===== config.mk =====
export PLATFORM = sky130hd
export DESIGN_NAME = seg_scan_mux
export DESIGN_NICKNAME = d
export VERILOG_FILES = /design/src/rtl/seg_scan_mux.sv
export SDC_FILE = /design/constraint.sdc
export NUM_CORES = 1
export LEC_CHECK = 0
export ABC_CLOCK_PERIOD_IN_PS = 2900
export CAP_MARGIN = 15
export CORE_AREA = 2 2 77 79
export DETAILED_ROUTE_END_ITERATION = 16
export DIE_AREA = 0 0 79 81
export MAX_ROUTING_LAYER = met4
export PLACE_DENSITY = 0.76
export SLEW_MARGIN = 25
export SYNTH_ARGS = -nofsm -noshare
export SYNTH_HDL_FRONTEND = slang
export SYNTH_SLANG_ARGS = --single-unit

===== constraint.sdc =====
create_clock -name clk -period 2.9 [get_ports clk]
set_clock_uncertainty 0.2 [all_clocks]
set_input_delay 0.435 -clock clk [delete_from_list [all_inputs] [get_ports clk]]
set_output_delay 0.435 -clock clk [all_outputs]
set_load 0.005 [all_outputs]

===== src/rtl/seg_scan_mux.sv =====
// +----------------------------------------------------------------------------+
// | Module      : seg_scan_mux                                                 |
// | Description : Time-multiplexed scan of a DIGITS-wide hex value onto a      |
// |               shared-cathode 7-segment display. Presents the selected      |
// |               nibble to the downstream segment decoder and drives active-  |
// |               low anode / decimal-point enables. New values are double-    |
// |               buffered and committed only at frame boundaries.             |
// |               Optional feature macro: LEADING_ZERO_BLANK_EN                |
// |               (blank leading zero digits, digit 0 never blanked).          |
// | Revision    : 1.0 - initial release                                        |
// +----------------------------------------------------------------------------+
`default_nettype none

module seg_scan_mux #(
  parameter int DIGITS      = 4,
  parameter int REFRESH_DIV = 100000
) (
  input  logic                  clk,
  input  logic                  rst_n,
  input  logic                  en,
  input  logic [4*DIGITS-1:0]   value,
  input  logic [DIGITS-1:0]     dp_mask,
  input  logic                  load,
  output logic [3:0]            digit_num,
  output logic [DIGITS-1:0]     anodes_n,
  output logic                  dp_n,
  output logic                  frame_done
);

  localparam int PRE_W = (REFRESH_DIV > 1) ? $clog2(REFRESH_DIV) : 1;
  localparam int IDX_W = (DIGITS > 1) ? $clog2(DIGITS) : 1;
  localparam logic [PRE_W-1:0] C_PRE_LAST = PRE_W'(REFRESH_DIV - 1);
  localparam logic [IDX_W-1:0] C_IDX_LAST = IDX_W'(DIGITS - 1);

  // Scan state
  logic [PRE_W-1:0]    prescaler_q, prescaler_d;
  logic [IDX_W-1:0]    idx_q, idx_d;
  // Double buffer: pending holds the latest load, shadow is what is displayed
  logic [4*DIGITS-1:0] pending_q, pending_d;
  logic [DIGITS-1:0]   pending_dp_q, pending_dp_d;
  logic                pending_valid_q, pending_valid_d;
  logic [4*DIGITS-1:0] shadow_q, shadow_d;
  logic [DIGITS-1:0]   shadow_dp_q, shadow_dp_d;
  // Registered outputs
  logic [3:0]          digit_num_q, digit_num_d;
  logic [DIGITS-1:0]   anodes_n_q, anodes_n_d;
  logic                dp_n_q, dp_n_d;
  logic                frame_done_q, frame_done_d;

  logic                w_tick;
  logic                w_boundary;
  logic [DIGITS-1:0]   w_blank;
  logic [3:0]          w_sel_nib;
  logic                w_sel_dp;
  logic                w_sel_blank;

  assign w_tick     = (prescaler_q == C_PRE_LAST);
  assign w_boundary = w_tick && (idx_q == C_IDX_LAST);

  // Per-digit blanking mask derived from the displayed (shadow) value
  always_comb begin
    w_blank = '0;
`ifdef LEADING_ZERO_BLANK_EN
    begin : g_lzb
      logic zero_run;
      zero_run = 1'b1;
      // Walk from the most significant digit down; a non-zero nibble or a lit
      // decimal point ends the leading-zero run. Digit 0 is never blanked.
      for (int k = DIGITS - 1; k >= 1; k--) begin
        zero_run   = zero_run && (shadow_q[4*k +: 4] == 4'h0) && !shadow_dp_q[k];
        w_blank[k] = zero_run;
      end
    end
`endif
  end

  // Select the nibble, decimal point and blank flag of the current digit
  always_comb begin
    w_sel_nib   = 4'h0;
    w_sel_dp    = 1'b0;
    w_sel_blank = 1'b0;
    for (int k = 0; k < DIGITS; k++) begin
      if (idx_q == IDX_W'(k)) begin
        w_sel_nib   = shadow_q[4*k +: 4];
        w_sel_dp    = shadow_dp_q[k];
        w_sel_blank = w_blank[k];
      end
    end
  end

  // Next-state: prescaler/index advance, load buffering and frame commit
  always_comb begin
    prescaler_d     = w_tick ? '0 : prescaler_q + 1'b1;
    idx_d           = idx_q;
    pending_d       = pending_q;
    pending_dp_d    = pending_dp_q;
    pending_valid_d = pending_valid_q;
    shadow_d        = shadow_q;
    shadow_dp_d     = shadow_dp_q;

    if (w_tick) begin
      idx_d = (idx_q == C_IDX_LAST) ? '0 : idx_q + 1'b1;
    end

    if (load) begin
      pending_d       = value;
      pending_dp_d    = dp_mask;
      pending_valid_d = 1'b1;
    end

    if (w_boundary) begin
      if (load) begin
        // Load coinciding with the boundary goes straight to the display
        shadow_d        = value;
        shadow_dp_d     = dp_mask;
        pending_valid_d = 1'b0;
      end else if (pending_valid_q) begin
        shadow_d        = pending_q;
        shadow_dp_d     = pending_dp_q;
        pending_valid_d = 1'b0;
      end
    end
  end

  // Output next-state: reflects the current idx/shadow, registered below
  always_comb begin
    digit_num_d  = w_sel_nib;
    dp_n_d       = w_sel_blank ? 1'b1 : ~w_sel_dp;
    frame_done_d = w_boundary;
    anodes_n_d   = '1;
    for (int k = 0; k < DIGITS; k++) begin
      if ((idx_q == IDX_W'(k)) && en && !w_sel_blank) begin
        anodes_n_d[k] = 1'b0;
      end
    end
  end

  // State and output registers with synchronous active-low reset
  always_ff @(posedge clk) begin
    if (!rst_n) begin
      prescaler_q     <= '0;
      idx_q           <= '0;
      pending_q       <= '0;
      pending_dp_q    <= '0;
      pending_valid_q <= 1'b0;
      shadow_q        <= '0;
      shadow_dp_q     <= '0;
      digit_num_q     <= 4'h0;
      anodes_n_q      <= '1;
      dp_n_q          <= 1'b1;
      frame_done_q    <= 1'b0;
    end else begin
      prescaler_q     <= prescaler_d;
      idx_q           <= idx_d;
      pending_q       <= pending_d;
      pending_dp_q    <= pending_dp_d;
      pending_valid_q <= pending_valid_d;
      shadow_q        <= shadow_d;
      shadow_dp_q     <= shadow_dp_d;
      digit_num_q     <= digit_num_d;
      anodes_n_q      <= anodes_n_d;
      dp_n_q          <= dp_n_d;
      frame_done_q    <= frame_done_d;
    end
  end

  assign digit_num  = digit_num_q;
  assign anodes_n   = anodes_n_q;
  assign dp_n       = dp_n_q;
  assign frame_done = frame_done_q;

endmodule

`default_nettype wire

; Word level (Yosys, flattened, before mapping)
; Cells that the tools add are included.
[word_totals]
register_bits = 70
output_inout_bits = 10
ram_bits = 0
mem_bits_ro = 0
in_bits = 24
mem_count = 0
latchBits = 0
[op_classes]
shift = 0
n_div = 0
n_addsub = 2
multipliers = 0
n_reduce_logical = 9
n_bitwise = 2
eq_ne = 4
order_cmp = 0
mux = 21
[ops]
columns = operator, n
row1 = 16-bit two-way mux, 2
row2 = 4-bit two-way mux, 6
row3 = "17-bit by 1-bit adder with 17-bit output, second input constant", 1
row4 = "17-bit == test, second input constant", 1
row5 = 1-bit two-way mux, 12
row6 = 1-bit logical AND, 5
row7 = "2-bit == test, second input constant", 2
row8 = "2-bit by 1-bit adder with 2-bit output, second input constant", 1
row9 = "2-bit by 1-bit == test with 1-bit output, second input constant", 1
row10 = 2-bit logical NOT, 1
row11 = 2-bit two-way mux, 1
row12 = 1-bit NOT, 2
row13 = 2-bit AND reduction, 1
row14 = 2-bit nonzero test, 1
row15 = 2-bit OR reduction, 1

; Depth between registers and ports, before layout
[logic_depth]
depth_word = 6
mapped_depth = 7
ltp_nobuf = 6

; Least setup slack after synthesis
; No wires, ideal clock.
[synth_timing]
path_kind = register to register
from = reg prescaler_q[0]
to = reg shadow_dp_q[0]
setup_ps = 121
setup_slack_ps = 900
n_path_buf = 1
arrival_ps = 1679
stages_incl_launch_ff = 7
synth_period_minus_slack_ps = 2000
t_required_ps = 2579
path_cell_list = dfxtp_1 -> ha_1 -> and4_1 -> nand4_1 -> or2_1 -> buf_6 -> mux2_4
[synth_via]
elab_chain_cells = 3
[synth_lines]
columns = element, line
row1 = from (decl), 36  ; logic [PRE_W-1:0] prescaler_q, prescaler_d;
row2 = from (signal assigned), 153  ; prescaler_q <= prescaler_d;
row3 = 17-bit == test, 57  ; assign w_tick = (prescaler_q == C_PRE_LAST);
row4 = 1-bit logical AND, 58  ; assign w_boundary = w_tick && (idx_q == C_IDX_LAST);
row5 = 2-bit AND reduction (no line), --
row6 = to (signal assigned), 159  ; shadow_dp_q <= shadow_dp_d;
row7 = to (decl), 43  ; logic [DIGITS-1:0] shadow_dp_q, shadow_dp_d;
; Every way passes these cells.
; A chain may end at the register's enable or synchronous reset.

; Final worst setup path
[layout_timing]
from = reg prescaler_q[0]
to = reg shadow_q[13]
[layout_via]
elab_chain_cells = 3
[layout_lines]
columns = element, line
row1 = 17-bit == test, 57
row2 = 1-bit logical AND, 58
row3 = 2-bit AND reduction (no line), --
row4 = to (signal assigned), 158  ; shadow_q <= shadow_d;
row5 = to (decl), 42  ; logic [4*DIGITS-1:0] shadow_q, shadow_d;
; Every way passes these cells.

==> metrics.cfg <==
[status]
status=finished, final reports clean

[place]
routabilityCongestion=0.887
hpwl_um=3960
dp_slack_ns=0.458
portBuffers=33

[cts]
cts_htree_levels=3
root_buffer=clkbuf_8
clock_path_buffers=2
cts_setup_buffers=0
clk_pin_slew_ns=0.07
hold_buffers=0
cts_made_buffers=9
cts_resized=0
clk_latency_ns=0.35
cts_tree=done
cts_sinks=70

[yosys]
synth_nets=320
synth_area_per_cell_um2=10.1
synthCells=291
ys_ff_latch=70
synth_edf_count=0
ys.flop_type=dfxtp_1
async_flop_share_pct=0
seq_area_frac_synth_pct=47.5
synth_cell_types=37
yosys_warnings=0
synthesis.area_um2=2950

[routing]
routed_via_density=5.30
via_count=2150
drtIter0Drc=86
wl_um=5960
first_pass_iters=5
post_drt_wl_per_cell_um=14.7
detail-route-antenna-nets=0
drc=0

[timing]
finalCritPeriodShare_pct=78.5
min_period_ns=2.28
fin_ws_ns=0.624
hold_viol=0
fin_setup_tns_ns=0
rsz0062_at_grt=no
setup_viol=0
slew_viol_final=0
relSlewSlack_pct=63.6
max_freq_ghz=0.439
tightest_slew_ns=0.544

[layout]
layout-drive-gt1-share_pct=13.6
register_area_um2=1400
syn2layout_area_growth_pct=20.0
fin_util_pct=62.4
diodes=0
nFillCells=497
layout.nets=355
multi_input_area_um2=1460

[critical_path]
worstPathArrival_ns=2.31
crit_path_max_fanout=10
critPathRequiredTime_ns=2.93
rr_endpoint=shadow_q[13]
critPathKind=reg2reg
cp-end-kind=register
worst-r2r-cell-count=6
reg2reg_from=prescaler_q[0]
startpoint_type=register
rrSetupSlack_ns=0.62

[die]
die_height_um=81
die_w_um=79
io_pins=34
coreArea_um2=5680
dieArea_um2=6400
rows=28
start_util_pct=52.0

[flow_run]
cap_viol_max_count=0

[pwr]
leakagePower_nw=1.41
max-vdd-ir-drop_mv=0.310
comb_power_share_pct=5.3
sw_frac_of_total_pct=22.5
clockPowerShare_pct=41.8
power_density_nw_per_um2=529
pwr-share-seq_pct=52.9
p_int_mw=1.45
power_switching_mw=0.421

[min_path]
holdPathEnd=digit_num[1]
hold_path.class=reg2reg
worstHoldStart=shadow_q[13]
min_path_cells=2

[grt]
grt_start_max_net_pins=26
grt_pass1_vias=2171
antenna_found_initial=0
groute.usage.overall_pct=21.6
overflow=0
grt_pass1_wl_um=10100

==> power groups by stage <==
stage / registers [mW] / logic, mW / clock network [mW]
2_1_floorplan: 1.01 / 0.0526 / 0
3_3_place_gp: 1.01 / 0.0991 / 0
3_5_place_dp: 1.01 / 0.101 / 0
4_1_cts: 0.992 / 0.102 / 0.793
5_1_grt: 0.993 / 0.110 / 0.836
6_report: 0.992 / 0.0999 / 0.782
==> worst max-delay path by stage <==
stage | from | end | slack [ns] | cells past startpoint
after floorplan | prescaler_q[0] | shadow_dp_q[0] | 0.90 | 6
after detailed placement | rst_n | shadow_q[9] | 0.46 | 5
after CTS | prescaler_q[0] | shadow_q[3] | 0.62 | 6
after global placement | rst_n | shadow_q[15] | 0.56 | 5
final | prescaler_q[0] | shadow_q[13] | 0.62 | 6
after global routing | prescaler_q[0] | shadow_dp_q[2] | 0.49 | 6
==> state kept, by name (all words and copies together) (netlist names), 2 cells and up <==
register,flops
digit_num,4
shadow_q,16
pending_q,16
prescaler_q,17
idx_q,2
anodes_n,4
shadow_dp_q,4
pending_dp_q,4
==> cell type report <==
| class | count | share of cell area, % |
|---|---|---|
| Tap cell | 75 | 2.65 |
| Clock inverter | 6 | 1.73 |
| Inverter | 6 | 0.636 |
| Sequential cell | 70 | 39.5 |
| Multi-Input combinational cell | 201 | 41.2 |
| Timing Repair Buffer | 38 | 10.4 |
| Clock buffer | 10 | 3.88 |
==> kinds of logic (layout without fill, tap and decap cells) <==
logic type	after synthesis	after routing	share of synthesized area (%)
flip-flops	70	70	47.5
adder cells (fa/ha/maj)	5	5	2.12
XOR/XNOR	13	13	3.86
buffers and inverters	20	60	3.14
multiplexers	40	40	16.9
AND/OR/NAND/NOR	120	120	22.1
AO/OA/AOI/OAI	23	23	4.36
==> cell usage after synthesis, types with 5 or more instances <==
library cell / instances / area share, %
and2_1: 20 / 4.2
a21oi_1: 14 / 2.4
ha_1: 5 / 2.1
xnor2_1: 11 / 3.3
dfxtp_1: 70 / 47
nand2_1: 13 / 1.7
nor3_1: 5 / 0.85
mux2i_1: 20 / 6.8
mux2_4: 20 / 10
nand3b_1: 5 / 1.3
inv_1: 5 / 0.64
clkbuf_1: 9 / 1.1
nor2_1: 31 / 3.9
nor2b_1: 6 / 1.3
nand4_1: 5 / 1.1
o21ai_0: 5 / 0.85
nor4_1: 6 / 1.3
nand3_1: 16 / 2.7
==> critical path, stage by stage (launching register included) <==
cell and delay [ns]:
dfxtp_1 0.40, ha_1 0.27, and4_1 0.21, nand4_1 0.24, or2_1 0.31, buf_4 0.21, mux2_4 0.31
==> per-stage QoR <==
stage | hold slack, ns | power, mW | std cells | instance area (µm²)
2_1_floorplan | 0.235 | 1.06 | 291 | 2950
3_3_place_gp | 0.258 | 1.11 | 390 | 3340
3_5_place_dp | 0.258 | 1.11 | 390 | 3340
4_1_cts | 0.268 | 1.89 | 406 | 3540
5_1_grt | 0.301 | 1.94 | 406 | 3540
6_report | 0.270 | 1.87 | 406 | 3540
==> cell usage in the layout (no fill, tap or decap), types with 2 or more instances in the layout <==
cell and n:
mux2i_1 20, clkbuf_8 10, inv_1 5, nand2_1 13
mux2_4 20, clkinv_2 3, or3_1 2, nor3_1 5
nor4b_2 2, xor2_1 2, dfxtp_1 70, nand3_1 16
or4_1 2, ha_1 5, nor2_1 31, nand4_1 5
buf_4 5, and2_1 20, nor2b_1 6, xnor2_1 11
a21oi_1 14, nor4_1 6, o21ai_0 5, clkdlybuf4s50_1 33
nand3b_1 5
==> per-layer routing <==
metal / routed length, µm / track usage (%)
met5: 0 / -
met4: 106 / 11.0
met3: 299 / 7.00
met2: 2860 / 34.2
met1: 2690 / 24.7
(Power assumes the default switching activity.)
